`src/rtl/seg_scan_capture_pkg.sv`:
```
// Shared definitions for the seven-segment scan capture block.
//   state_t      : capture FSM state encoding
//   SegBlank     : all-segments-off pattern (segments are active-low)
//   is_one_cold  : true when exactly one anode line is driven low
//   cold_index   : position of the low anode line of a one-cold pattern
package seg_scan_capture_pkg;

    typedef enum logic [1:0] {
        StIdle   = 2'd0,
        StSettle = 2'd1,
        StHeld   = 2'd2
    } state_t;

    localparam logic [7:0] SegBlank = 8'hFF;

    function automatic logic is_one_cold(input logic [3:0] an);
        return $countones(~an) == 1;
    endfunction

    function automatic logic [1:0] cold_index(input logic [3:0] an);
        logic [1:0] idx;
        idx = 2'd0;
        for (int i = 0; i < 4; i++) begin
            if (!an[i]) idx = 2'(i);
        end
        return idx;
    endfunction

endpackage

```
`src/rtl/seg_scan_capture_sync2.sv`:
```
// Two-flop synchronizer for a bus of asynchronous inputs.
//   clk : sampling clock
//   rst : asynchronous active-high reset, loads all-ones (idle-blank display)
//   d   : asynchronous input bus
//   q   : synchronized output bus
module sync2 #(
    parameter int unsigned Width = 1
) (
    input  logic             clk,
    input  logic             rst,
    input  logic [Width-1:0] d,
    output logic [Width-1:0] q
);

    logic [Width-1:0] meta;

    always_ff @(posedge clk or posedge rst) begin
        if (rst) begin
            meta <= '1;
            q    <= '1;
        end else begin
            meta <= d;
            q    <= meta;
        end
    end

endmodule

```
`src/rtl/seg_scan_capture.sv`:
```
// Captures the four digits of a multiplexed seven-segment display and republishes
// them as a frame once every digit has been seen.
//   Clk100Mhz        : sole clock
//   reset            : asynchronous active-high reset
//   segIn, anIn      : asynchronous active-low segment and anode lines
//   seg0..seg3       : last complete frame (seg0 belongs to anIn[0])
//   frameValid       : one-cycle pulse when a new frame is published
//   digitSeen        : digits captured since the last publish
//   anError          : sticky, set on any multi-hot anode pattern
//   stale            : high while no capture has happened within 2^TIMEOUT_W cycles
module seg_scan_capture
    import seg_scan_capture_pkg::*;
#(
    parameter int unsigned SETTLE    = 16,
    parameter int unsigned TIMEOUT_W = 20
) (
    input  logic       Clk100Mhz,
    input  logic       reset,
    input  logic [7:0] segIn,
    input  logic [3:0] anIn,
    output logic [7:0] seg0,
    output logic [7:0] seg1,
    output logic [7:0] seg2,
    output logic [7:0] seg3,
    output logic       frameValid,
    output logic [3:0] digitSeen,
    output logic       anError,
    output logic       stale
);

    localparam int unsigned CntW = $clog2(SETTLE) + 1;
    // The recorded sample counts as the first of SETTLE, so the capture fires on the
    // unchanged sample that would take the counter to SETTLE-1.
    localparam logic [CntW-1:0] CapAt = CntW'(SETTLE - 2);

    logic [11:0]          sync_q;
    logic [3:0]           an_s;
    logic [7:0]           seg_s;
    logic                 an_one_cold;
    logic                 an_blank;
    logic                 an_multi;
    logic [1:0]           an_idx;

    state_t               state;
    logic [3:0]           an_rec;
    logic [7:0]           seg_rec;
    logic [1:0]           idx;
    logic [CntW-1:0]      settle_cnt;
    logic [7:0]           digit [4];
    logic [TIMEOUT_W-1:0] tmo_cnt;

    logic                 capture;
    logic                 publish;
    logic [3:0]           seen_next;

    sync2 #(
        .Width(12)
    ) u_sync (
        .clk(Clk100Mhz),
        .rst(reset),
        .d  ({anIn, segIn}),
        .q  (sync_q)
    );

    assign an_s        = sync_q[11:8];
    assign seg_s       = sync_q[7:0];
    assign an_one_cold = is_one_cold(an_s);
    assign an_blank    = (an_s == 4'hF);
    assign an_multi    = !an_one_cold && !an_blank;
    assign an_idx      = cold_index(an_s);

    assign capture = (state == StSettle) && an_one_cold && (an_s == an_rec) &&
                     (seg_s == seg_rec) && (settle_cnt == CapAt);
    assign publish = (digitSeen == 4'hF);
    assign stale   = &tmo_cnt;

    // A capture in the publish cycle lands after the clear and counts toward the next frame.
    always_comb begin
        seen_next = publish ? 4'h0 : digitSeen;
        if (capture) seen_next[idx] = 1'b1;
    end

    always_ff @(posedge Clk100Mhz or posedge reset) begin
        if (reset) begin
            state      <= StIdle;
            an_rec     <= 4'hF;
            seg_rec    <= SegBlank;
            idx        <= 2'd0;
            settle_cnt <= '0;
            for (int i = 0; i < 4; i++) digit[i] <= SegBlank;
            seg0       <= SegBlank;
            seg1       <= SegBlank;
            seg2       <= SegBlank;
            seg3       <= SegBlank;
            frameValid <= 1'b0;
            digitSeen  <= 4'h0;
            anError    <= 1'b0;
            tmo_cnt    <= '0;
        end else begin
            frameValid <= publish;
            if (publish) begin
                seg0 <= digit[0];
                seg1 <= digit[1];
                seg2 <= digit[2];
                seg3 <= digit[3];
            end
            digitSeen <= seen_next;
            if (capture) digit[idx] <= seg_s;

            if (capture) begin
                tmo_cnt <= '0;
            end else if (!stale) begin
                tmo_cnt <= tmo_cnt + 1'b1;
            end

            if (an_multi) begin
                anError <= 1'b1;
                state   <= StIdle;
            end else if (an_blank) begin
                state <= StIdle;
            end else if (state == StIdle || an_s != an_rec) begin
                // New anode dwell: start settling on the current pattern.
                an_rec     <= an_s;
                seg_rec    <= seg_s;
                idx        <= an_idx;
                settle_cnt <= '0;
                state      <= StSettle;
            end else if (state == StSettle) begin
                if (seg_s != seg_rec) begin
                    seg_rec    <= seg_s;
                    settle_cnt <= '0;
                end else if (capture) begin
                    state <= StHeld;
                end else begin
                    settle_cnt <= settle_cnt + 1'b1;
                end
            end
            // StHeld with the same anode: wait for the anode to change.
        end
    end

endmodule

```
`config.mk`:
```
export PLATFORM = sky130hd
export DESIGN_NAME = seg_scan_capture
export DESIGN_NICKNAME = d
export VERILOG_FILES = /design/src/rtl/seg_scan_capture_pkg.sv /design/src/rtl/seg_scan_capture_sync2.sv /design/src/rtl/seg_scan_capture.sv
export SDC_FILE = /design/constraint.sdc
export NUM_CORES = 1
export LEC_CHECK = 0
export ABC_CLOCK_PERIOD_IN_PS = 9900
export CAP_MARGIN = 0
export CORE_ASPECT_RATIO = 0.8
export CORE_MARGIN = 3
export CORE_UTILIZATION = 40
export DETAILED_ROUTE_END_ITERATION = 16
export SETUP_SLACK_MARGIN = 0.5
export SLEW_MARGIN = 5
export SYNTH_ARGS = -nofsm -noshare
export SYNTH_HDL_FRONTEND = slang
export SYNTH_SLANG_ARGS = --single-unit
```
`constraint.sdc`:
```
create_clock -name Clk100Mhz -period 9.9 [get_ports Clk100Mhz]
set_input_delay 1.98 -clock Clk100Mhz [delete_from_list [all_inputs] [get_ports Clk100Mhz]]
set_output_delay 1.98 -clock Clk100Mhz [all_outputs]
set_load 0.05 [all_outputs]
```
; After elaboration in Yosys (flattened, before gate mapping)
; Index checks and enable logic that the tools add are counted.
[totals]
ff_bits = 135
elab_cells = 90
[op_classes]
n_addsub = 5
n_eq_ne = 12
mux = 25
bitwise_logic = 5
n_reduce_logical = 20
n_lt_le_gt_ge = 4
[ops]
columns = op, n
row1 = $mux W20, 2
row2 = $bwmux W32, 1
row3 = $mux W8, 4
row4 = $add A20 B1 Y20 const B, 1
row5 = $mux W5, 4
row6 = $reduce_and A20 Y1, 1
row7 = $demux W8 S2, 1
row8 = $mux W2, 8
row9 = $eq A4 B4 Y1 const B, 2
row10 = $eq A8 B8 Y1, 1
row11 = $mux W4, 2
row12 = $ne A8 B8 Y1, 1
row13 = $reduce_and A4 Y1, 2
row14 = $reduce_bool A4 Y1, 2
row15 = $logic_and A1 B1 Y1, 7
row16 = $reduce_and A3 Y1, 2
row17 = $add A5 B1 Y5 const B, 1
row18 = $eq A5 B4 Y1 const B, 1
row19 = $add A1 B1 Y2, 2
row20 = $eq A4 B4 Y1, 1
row21 = $ne A4 B4 Y1, 1
row22 = $ne A4 B4 Y1 const B, 1
row23 = $not A4 Y4, 1
row24 = $or A4 B4 Y4, 1
row25 = other kinds (17), 21

; Depth between registers and ports, before layout
; Gate-level depths: netlist of the first run.
[depth]
depth_word = 14
mapped_depth = 11
mapped_depth_nobuf = 9

; Cells and area by module
; From an unflattened synthesis of the first run, not the netlist that was laid out.
[unflattened]
hier_cells = 467
area_unflattened_um2 = 5604.1
[modules_own_cells]
columns = module, n_inst, cells_per_inst, area_each_um2
row1 = seg_scan_capture, 1, 442, 4969.8
row2 = sync2, 1, 25, 634.4

; Worst setup path before layout of the first run
; OpenSTA, ideal clock, no wires.
[synth_timing]
path_type = flip-flop to output port
start = register tmo_cnt[0]
end = output port stale
required_time_ns = 7.920
stages_incl_launch_ff = 6
slack_ns = 6.339
arrival_time_ns = 1.581
n_path_buf = 0
path_cell_list = dfrtp_1 -> ha_1 -> nand2_1 -> nor4_1 -> nand2_1 -> inv_1
[synth_via]
elab_chain_len = 1
[synth_lines]
columns = element, line
row1 = "start, declared", seg_scan_capture.sv:50  ; logic [TIMEOUT_W-1:0] tmo_cnt;
row2 = "start signal, assigned", seg_scan_capture.sv:113  ; tmo_cnt <= tmo_cnt + 1'b1;
row3 = $reduce_and A20 Y1, seg_scan_capture.sv:75  ; assign stale = &tmo_cnt;
row4 = "end, declared", seg_scan_capture.sv:28  ; output logic stale
; Every way passes these cells.

; Worst setup path after layout of the first run
; Ends and elaborated chain as after synthesis.

==> out/metrics.cfg, run 1 <==
[status]
status = complete, no violations

[sta]
setup_viol = 0
fmax_mhz = 209
rsz0062_at_grt = no
worstMarginPinSlew_ns = 1.17
layout_min_cycle_time_ns = 4.79
finalCritPeriodShare = 0.483
fin_skew_ns = 0.00596
finalSetupTns_ns = 0
max_slew_margin = 0.217
slew_violations = 0
final_hold_viol_count = 0

[floorplan]
dieWidth_um = 139
coreArea_um2 = 13600
die_h_um = 112
ios = 53
start_util = 0.413
die-area_um2 = 15500
rows = 38

[placement]
dp_hpwl_um = 6710
portBuffers = 52
place_congestion = 0.793

[power_and_ir_drop]
pwr-share-clk = 0.444
cellLeakagePower_nw = 2.94
sequentialPowerShare = 0.481
vdd_drop_max_mv = 0.136
comb_power_share = 0.076
p_per_area_nw_per_um2 = 192
internal_power_w = 0.00103
switchingPower_w = 0.000287
switching_share = 0.217
power_w = 0.00132

[critical_path]
cp_slowest_stage_delay_ns = 0.82
critPathKind = flop to output pin
arrival_ns = 2.81
crit_fanout = 6
cp-start-kind = flop
end_kind = output pin
worst_path_most_repeated_cell = nand2_1
crit_chain = ha_1 > nand2_1 > nor4_1 > nand2_1 > inv_1 > clkdlybuf4s50_1
required_ns = 7.92
cp_slowest_cell = clkdlybuf4s50_1

[logic_synthesis]
synth_nets = 480
ys_ff_latch = 135
synthArstFlopShare = 1.00
yosysWarnings = 0
synth_seq_area_share = 0.622
synth_ff_type = dfstp_2
synth_area_um2 = 5630
yosysUniqueCellTypes = 47
syn_area_per_cell_um2 = 12.3
synth_cells = 459
synth_edf_count = 0

[detailed_routing]
drc = 0
dr.pass1.iters = 4
wire_per_inst_um = 14.1
drt_wl_total_um = 10100
drtIter0Drc = 249
vias = 3498
drt.antenna.violating_nets = 0
vias_per_cell = 4.92

[clock_tree]
cts_buffers = 17
cts_tree = done
cts-root-buf = clkbuf_16
path_clk_slew_ns = 0.05
cts.sinks = 135
clk_latency_ns = 0.42
htree_levels = 4
clk_path_buf_depth = 2
cts_resized = 0
post-cts-setup-buffers = 0
holdBufCountCts = 0

[global_route]
grtUsageTotal = 0.141
grt_start_max_net_pins = 74
first_global_vias = 3520
grt_remaining_overflow = 0
grt_pass1_wl_um = 17500
antenna_found_initial = 0

[finish]
fillers = 1199
nets = 542
n_antenna_cell = 0
synthToLayoutAreaGrowth_pct = 22.3
postLayoutCoreUtil = 0.504
drive_above_1_share = 0.347

[hold_path]
hold_path.class = flop to flop

[run]
cap_viol_max_count = 0

[stage by stage]
step                hold slack [ns]  area (µm²)  setup WS, ns  instances
floorplan                     0.345        5630          4.47        459
finish                        0.352        6880          5.11        711
detailed placement            0.347        6330          5.56        682
global route                  0.356        6880          4.88        711
global placement              0.345        6330          5.63        682
CTS                           0.352        6880          5.10        711
[metal layers]
layer / global-route usage / vias up / routed length, µm
li1: - / 1681 / -
met1: 0.189 / 1745 / 4840
met2: 0.213 / 57 / 4630
met3: 0.0439 / 15 / 394
met4: 0.0665 / 0 / 185
met5: 0 / - / 0
[area by class of cell]
cell class,count,area [µm²],share of cell area
sequential,135,3500,0.509
inverter,9,36.3,0.00527
tap,180,225,0.0327
clock inverter,3,40.0,0.00582
clock buffer,26,512,0.0744
multi-input combinational,304,2030,0.295
timing repair buffer,54,536,0.0778
[cell usage after synthesis, types with 3 or more instances]
cell       instances  area (µm²)
a21oi_1            7        35.0
nor3b_1            3        22.5
nor4_1             5        31.3
mux2_4             8         120
inv_1              9        33.8
xor2_1            15         131
nor2_1            22        82.6
o21ai_0            4        20.0
clkbuf_1           6        22.5
nand2_1          116         435
ha_1               6        75.1
a21o_1             5        37.5
and4_1             3        26.3
nand4_1            8        50.1
or4_1              3        22.5
dfrtp_1           35         876
o2111ai_1          3        26.3
dfstp_2          100        2630
xnor2_1           14         123
nor3_1             5        25.0
buf_4              3        22.5
nand3_1            8        40.0
or2_2              3        18.8
mux2_2            38         428
[state kept, by name (all words and copies together) (netlist names), 5 cells and up]
signal       cells
seg3             8
settle_cnt       5
seg1             8
seg0             8
u_sync.meta     12
u_sync.q        12
digit           32
tmo_cnt         20
seg_rec          8
seg2             8
[worst max-delay path: cells and delay by family (launching register included)]
| family | cells | cell delay [ns] |
|---|---|---|
| buf+inv | 2 | 0.97 |
| simple gates | 3 | 0.72 |
| flops | 1 | 0.42 |
| fa+ha+maj | 1 | 0.28 |
[path summary, 6_finish.rpt]
| check | from | to | slack, ns | depth (start not counted) |
|---|---|---|---|---|
| setup / recovery | tmo_cnt[0] | stale | 5.11 | 6 |
| hold / removal | u_sync.meta[6] | u_sync.q[6] | 0.35 | 0 |
| setup reg to reg | u_sync.q[11] | digit[6] | 6.37 | 9 |
| hold reg to reg | u_sync.meta[6] | u_sync.q[6] | 0.35 | 0 |
| max in group asynchronous | reset | anError | 6.46 | 3 |
| min in group asynchronous | reset | settle_cnt[0] | 2.04 | 2 |
[cell families after synthesis]
kind of cell               after synthesis  share of synthesized area
AOI/OAI and AO/OA                       27                     0.0325
and+or+nand+nor                        194                      0.167
adders and majority gates                7                     0.0169
DFF                                    135                      0.622
muxes                                   47                     0.0994
xor gates and xnor gates                29                     0.0451
buffers and inverters                   20                     0.0169
[layout by cell type, fill, tap and decap left out, types with 5 or more instances in the layout]
| master | n |
|---|---|
| xnor2_1 | 14 |
| clkbuf_1 | 6 |
| mux2_4 | 8 |
| nor4_1 | 5 |
| nand4_1 | 8 |
| nand2_1 | 116 |
| dfstp_2 | 100 |
| dfrtp_1 | 35 |
| nor2_1 | 22 |
| a21oi_1 | 7 |
| nor3_1 | 5 |
| nand3_1 | 8 |
| clkbuf_16 | 19 |
| mux2_2 | 38 |
| a21o_1 | 5 |
| xor2_1 | 15 |
| clkdlybuf4s50_1 | 52 |
| inv_1 | 8 |
| ha_1 | 6 |
[power groups by stage]
stage | clock, W | sequential, W | combinational, W
final | 0.000585 | 0.000635 | 0.0000998
after global routing | 0.000628 | 0.000640 | 0.000112
after CTS | 0.000602 | 0.000635 | 0.000102
after detailed placement | 0 | 0.000643 | 0.000102
after global placement | 0 | 0.000641 | 0.0000990
after floorplan | 0 | 0.000634 | 0.0000833
Power figures use the tool's default switching activity.
==> inputs of run 2 (changes only) <==
--- a/config.mk
+++ b/config.mk
@@ -5,7 +5,7 @@
 export SDC_FILE = /design/constraint.sdc
 export NUM_CORES = 1
 export LEC_CHECK = 0
-export ABC_CLOCK_PERIOD_IN_PS = 9900
+export ABC_CLOCK_PERIOD_IN_PS = 4300
 export CAP_MARGIN = 0
 export CORE_ASPECT_RATIO = 0.8
 export CORE_MARGIN = 3
==> constraint.sdc (replaced) <==
create_clock -name Clk100Mhz -period 4.3 [get_ports Clk100Mhz]
set_input_delay 0.86 -clock Clk100Mhz [delete_from_list [all_inputs] [get_ports Clk100Mhz]]
set_output_delay 0.86 -clock Clk100Mhz [all_outputs]
set_load 0.05 [all_outputs]
==> run 2 against run 1 <==
Compared with the run above:
- register-to-register slack got worse by 5.5 ns
- utilization rose by 0.40 points
- routed wire length is 2.9% higher
- critical path depth is 3 higher
- clock skew rose by 0.00093 ns
- critical endpoint is now digit[3]
- highest routed layer unchanged
==> out/metrics.cfg, run 2 (synthesis results as in run 1) <==
[placement]
portBuffers = 52
dp_hpwl_um = 6940
dpl.cell_count = 683
place_congestion = 0.760

[critical_path]
worst_path_most_repeated_cell = ha_1
required_ns = 4.64
crit_chain = fa_1 > inv_1 > ha_1 > ha_1 > or3b_1 > nor3b_1 > and4_1 > and3_1 > mux2_2
cp_slowest_cell = dfstp_2
crit_fanout = 9
arrival_ns = 3.72
path_delay_family = simple AND/OR/NAND/NOR gates
cp_num_buf_inv = 1
cp_slowest_stage_delay_ns = 0.58
critPathKind = flop to flop
end_kind = flop
cp-start-kind = flop

[detailed_routing]
drc = 0
drt_wl_total_um = 10300
drtIter0Drc = 250
vias_per_cell = 4.94
wire_per_inst_um = 14.5
dr.pass1.iters = 4
drt.antenna.violating_nets = 0
vias = 3535

[global_route]
grt_pass1_wl_um = 17800
grt_remaining_overflow = 0
grtUsageTotal = 0.144
grt_start_max_net_pins = 136
antenna_found_initial = 0
first_global_vias = 3591

[floorplan]
coreArea_um2 = 13600
start_util = 0.413
die-area_um2 = 15500
rows = 38
die_h_um = 112
dieWidth_um = 139
ios = 53

[finish]
regMostFlops = digit
final_cell_mix = nand2_1 (116), dfstp_2 (100), clkdlybuf4s50_1 (51)
layout_commonest_cell = nand2_1
stdcell_count = 715
largest_reg_flops = 32
n_antenna_cell = 0
drive_above_1_share = 0.361
reg_top3 = digit (32), tmo_cnt (20)
synthToLayoutAreaGrowth_pct = 23.2
nets = 543
fillers = 1177

[sta]
setup_viol = 0
final_hold_viol_count = 0
hold_slack_ns = 0.354
slew_violations = 0
worstMarginPinSlew_ns = 1.10
fin_skew_ns = 0.00690
finalSetupTns_ns = 0
rsz0062_at_grt = no
fmax_mhz = 295
layout_min_cycle_time_ns = 3.39
max_slew_margin = 0.258
finalCritPeriodShare = 0.787

[power_and_ir_drop]
p_per_area_nw_per_um2 = 447
power_w = 0.00310
vdd_drop_max_mv = 0.333
cellLeakagePower_nw = 2.98

[clock_tree]
clk_latency_ns = 0.41
holdBufCountCts = 0
cts_resized = 0
cts_buffers = 17
path_clk_slew_ns = 0.05
cts_tree = done
clk_path_buf_depth = 2
cts-root-buf = clkbuf_16
post-cts-setup-buffers = 0
cts.sinks = 135
htree_levels = 4

[status]
status = complete, no violations

[hold_path]
hold_path.class = flop to flop

[run]
cap_viol_max_count = 0

## run 2: final timing paths
check	startpoint	end	slack, ns	depth (start not counted)
setup / recovery	u_sync.q[9]	digit[3]	0.91	9
hold / removal	u_sync.meta[0]	u_sync.q[0]	0.35	0
setup reg to reg	u_sync.q[9]	digit[3]	0.91	9
hold reg to reg	u_sync.meta[0]	u_sync.q[0]	0.35	0
max in group asynchronous	reset	idx[0]	2.79	3
min in group asynchronous	reset	tmo_cnt[4]	1.00	3
## run 2: through the flow
step / utilization / instance area, µm² / setup slack (ns)
2_1_floorplan: - / 5630 / 1.29
3_3_place_gp: 0.466 / 6350 / 0.996
3_5_place_dp: 0.466 / 6350 / 0.889
4_1_cts: 0.508 / 6940 / 0.625
5_1_grt: 0.508 / 6940 / 0.691
6_report: 0.508 / 6940 / 0.914
## run 2: power breakdown
part | switching [W] | internal (W)
clock network | 0.000527 | 0.000880
logic | 0.000119 | 0.000115
registers | 0.0000634 | 0.00140
total | 0.000709 | 0.00239
## run 2: layout make-up
type,count,area [µm²],area share
multi-input combinational,304,2030,0.293
clock inverter,12,126,0.0182
sequential,135,3500,0.505
tap,180,225,0.0325
timing repair buffer,55,558,0.0804
inverter,9,37.5,0.00541
clock buffer,20,457,0.0658
## run 2: metal layers
metal / vias to the layer above / part of all wire / track usage
met5: - / 0 / 0
met4: 0 / 0.014 / 0.0554
met3: 12 / 0.039 / 0.0507
met2: 59 / 0.46 / 0.221
met1: 1784 / 0.48 / 0.190
li1: 1680 / - / -
==> inputs of run 3 (changes only) <==
--- a/config.mk
+++ b/config.mk
@@ -5,7 +5,7 @@
 export SDC_FILE = /design/constraint.sdc
 export NUM_CORES = 1
 export LEC_CHECK = 0
-export ABC_CLOCK_PERIOD_IN_PS = 4300
+export ABC_CLOCK_PERIOD_IN_PS = 3000
 export CAP_MARGIN = 0
 export CORE_ASPECT_RATIO = 0.8
 export CORE_MARGIN = 3
==> constraint.sdc (replaced) <==
create_clock -name Clk100Mhz -period 3 [get_ports Clk100Mhz]
set_input_delay 0.6 -clock Clk100Mhz [delete_from_list [all_inputs] [get_ports Clk100Mhz]]
set_output_delay 0.6 -clock Clk100Mhz [all_outputs]
set_load 0.05 [all_outputs]
==> run 3 against run 2 <==
Compared with the run above:
- the flow now finishes with violations (setup timing)
- flip-flop and latch count unchanged
- critical path depth increased by 1
- first-iteration DRC count is 26% lower
- critical path type unchanged
- critical endpoint is now digit[31]
- highest routed layer unchanged
==> out/metrics.cfg, run 3 (synthesis results as in run 1) <==
[status]
status = finished, violations left
violations = setup timing

[clock_tree]
clk_latency_ns = 0.41
clk_path_buf_depth = 2
cts_buffers = 17
path_clk_slew_ns = 0.05
cts-root-buf = clkbuf_16
cts.sinks = 135
cts_tree = done
htree_levels = 4

[critical_path]
crit_fanout = 9
cp-start-kind = flop
required_ns = 3.33
critPathKind = flop to flop
arrival_ns = 3.38
cp_slowest_stage_delay_ns = 0.54
path_delay_family = simple AND/OR/NAND/NOR gates
end_kind = flop
cp_num_buf_inv = 2
cp_slowest_cell = dfstp_2
crit_chain = fa_1 > inv_1 > ha_2 > ha_4 > or3b_4 > nor3b_2 > nand4_1 > or3_4 > buf_6 > mux2_4

[global_route]
grt_start_max_net_pins = 136
antenna_found_initial = 0
first_global_vias = 3727
grt_pass1_wl_um = 19000
grt_remaining_overflow = 0
grtUsageTotal = 0.151

[detailed_routing]
vias = 3682
wire_per_inst_um = 15.0
dr.pass1.iters = 4
drc = 0
drt_wl_total_um = 11200
vias_per_cell = 4.95
drtIter0Drc = 185
drt.antenna.violating_nets = 0

[sta]
finalSetupTns_ns = -0.299
worstMarginPinSlew_ns = 0.985
slew_violations = 0
finalCritPeriodShare = 1.02
hold_slack_ns = 0.354
layout_min_cycle_time_ns = 3.05
max_slew_margin = 0.343
final_hold_viol_count = 0
setup_viol = 8
fmax_mhz = 328
rsz0062_at_grt = yes
fin_skew_ns = 0.00786
setup_ws_ns = -0.0469

[power_and_ir_drop]
pwr-share-clk = 0.444
switching_share = 0.236
cellLeakagePower_nw = 3.22
internal_power_w = 0.00344
power_w = 0.00450
sequentialPowerShare = 0.469
comb_power_share = 0.087
switchingPower_w = 0.00106
p_per_area_nw_per_um2 = 606
vdd_drop_max_mv = 0.672

[finish]
final_cell_mix = nand2_1 (113), dfstp_2 (100), clkdlybuf4s50_1 (51)
synthToLayoutAreaGrowth_pct = 32.0
regMostFlops = digit
finalInstanceArea_um2 = 7430
nets = 572
largest_reg_flops = 32
n_antenna_cell = 0
layout_commonest_cell = nand2_1
postLayoutCoreUtil = 0.545
reg_top3 = digit (32), tmo_cnt (20)
drive_above_1_share = 0.431

[placement]
dp_hpwl_um = 7030
dpl_cell_area_um2 = 6450
place_congestion = 0.796
portBuffers = 52

[floorplan]
die-area_um2 = 15500
coreArea_um2 = 13600
ios = 53
die_h_um = 112
dieWidth_um = 139
start_util = 0.413
rows = 38

[run]
cap_viol_max_count = 0

[hold_path]
hold_path.class = flop to flop

run 3: cell types whose count changed in the layout (fill, tap and decap cells not counted), moves of 10 or more:
cell    delta
buf_4     +17
buf_6     +10
mux2_2    -23
mux2_4    +24
run 3: worst register-to-register path, stage by stage (launching register included):
cell     delay (ns)
dfstp_2        0.54
fa_1           0.41
inv_1          0.07
ha_2           0.18
ha_4           0.20
or3b_4         0.38
nor3b_2        0.20
nand4_1        0.15
or3_4          0.37
buf_6          0.16
mux2_4         0.31
run 3: path summary, 6_finish.rpt:
path                                       from            to  slack (ns)  cells after the start
worst max-delay path                u_sync.q[9]     digit[31]       -0.05                     10
worst min-delay path            u_sync.meta[10]  u_sync.q[10]        0.35                      0
min in group asynchronous                 reset    frameValid        0.73                      3
max in group asynchronous                 reset    tmo_cnt[1]        1.73                      3
worst max register to register      u_sync.q[9]     digit[31]       -0.05                     10
worst min register to register  u_sync.meta[10]  u_sync.q[10]        0.35                      0
run 3: power groups by stage:
stage / clock [W] / combinational (W) / sequential [W]
CTS: 0.00205 / 0.000381 / 0.00211
detailed placement: 0 / 0.000351 / 0.00212
finish: 0.00200 / 0.000393 / 0.00211
floorplan: 0 / 0.000276 / 0.00209
global placement: 0 / 0.000341 / 0.00212
global route: 0.00213 / 0.000432 / 0.00213
run 3: routing by layer:
metal,GRT usage,share of wire
met5,0,0
met4,0.0535,0.013
met3,0.0417,0.033
met2,0.227,0.46
met1,0.213,0.50
run 3: stage by stage:
step | instances | worst slack, ns
6_report | 744 | -0.0469
5_1_grt | 744 | -0.117
4_1_cts | 736 | -0.0273
3_5_place_dp | 694 | -0.0798
3_3_place_gp | 694 | -0.0527
2_1_floorplan | 459 | 0.0508
run 3: area by class of cell:
cell class                 instances  area (µm²)
sequential                       135        3500
tap                              180         225
clock buffer                      22         485
inverter                           9        37.5
multi-input combinational        305        2260
fill                            1141        6210
clock inverter                    10        95.1
timing repair buffer              83         826
run 3: timing repair:
action	CTS	global route
setup buffers	9	8
setup endpoints to repair	54	78
gates cloned	1	0
hold buffers	0	0
pin swaps	3	5
gates resized for setup	58	4
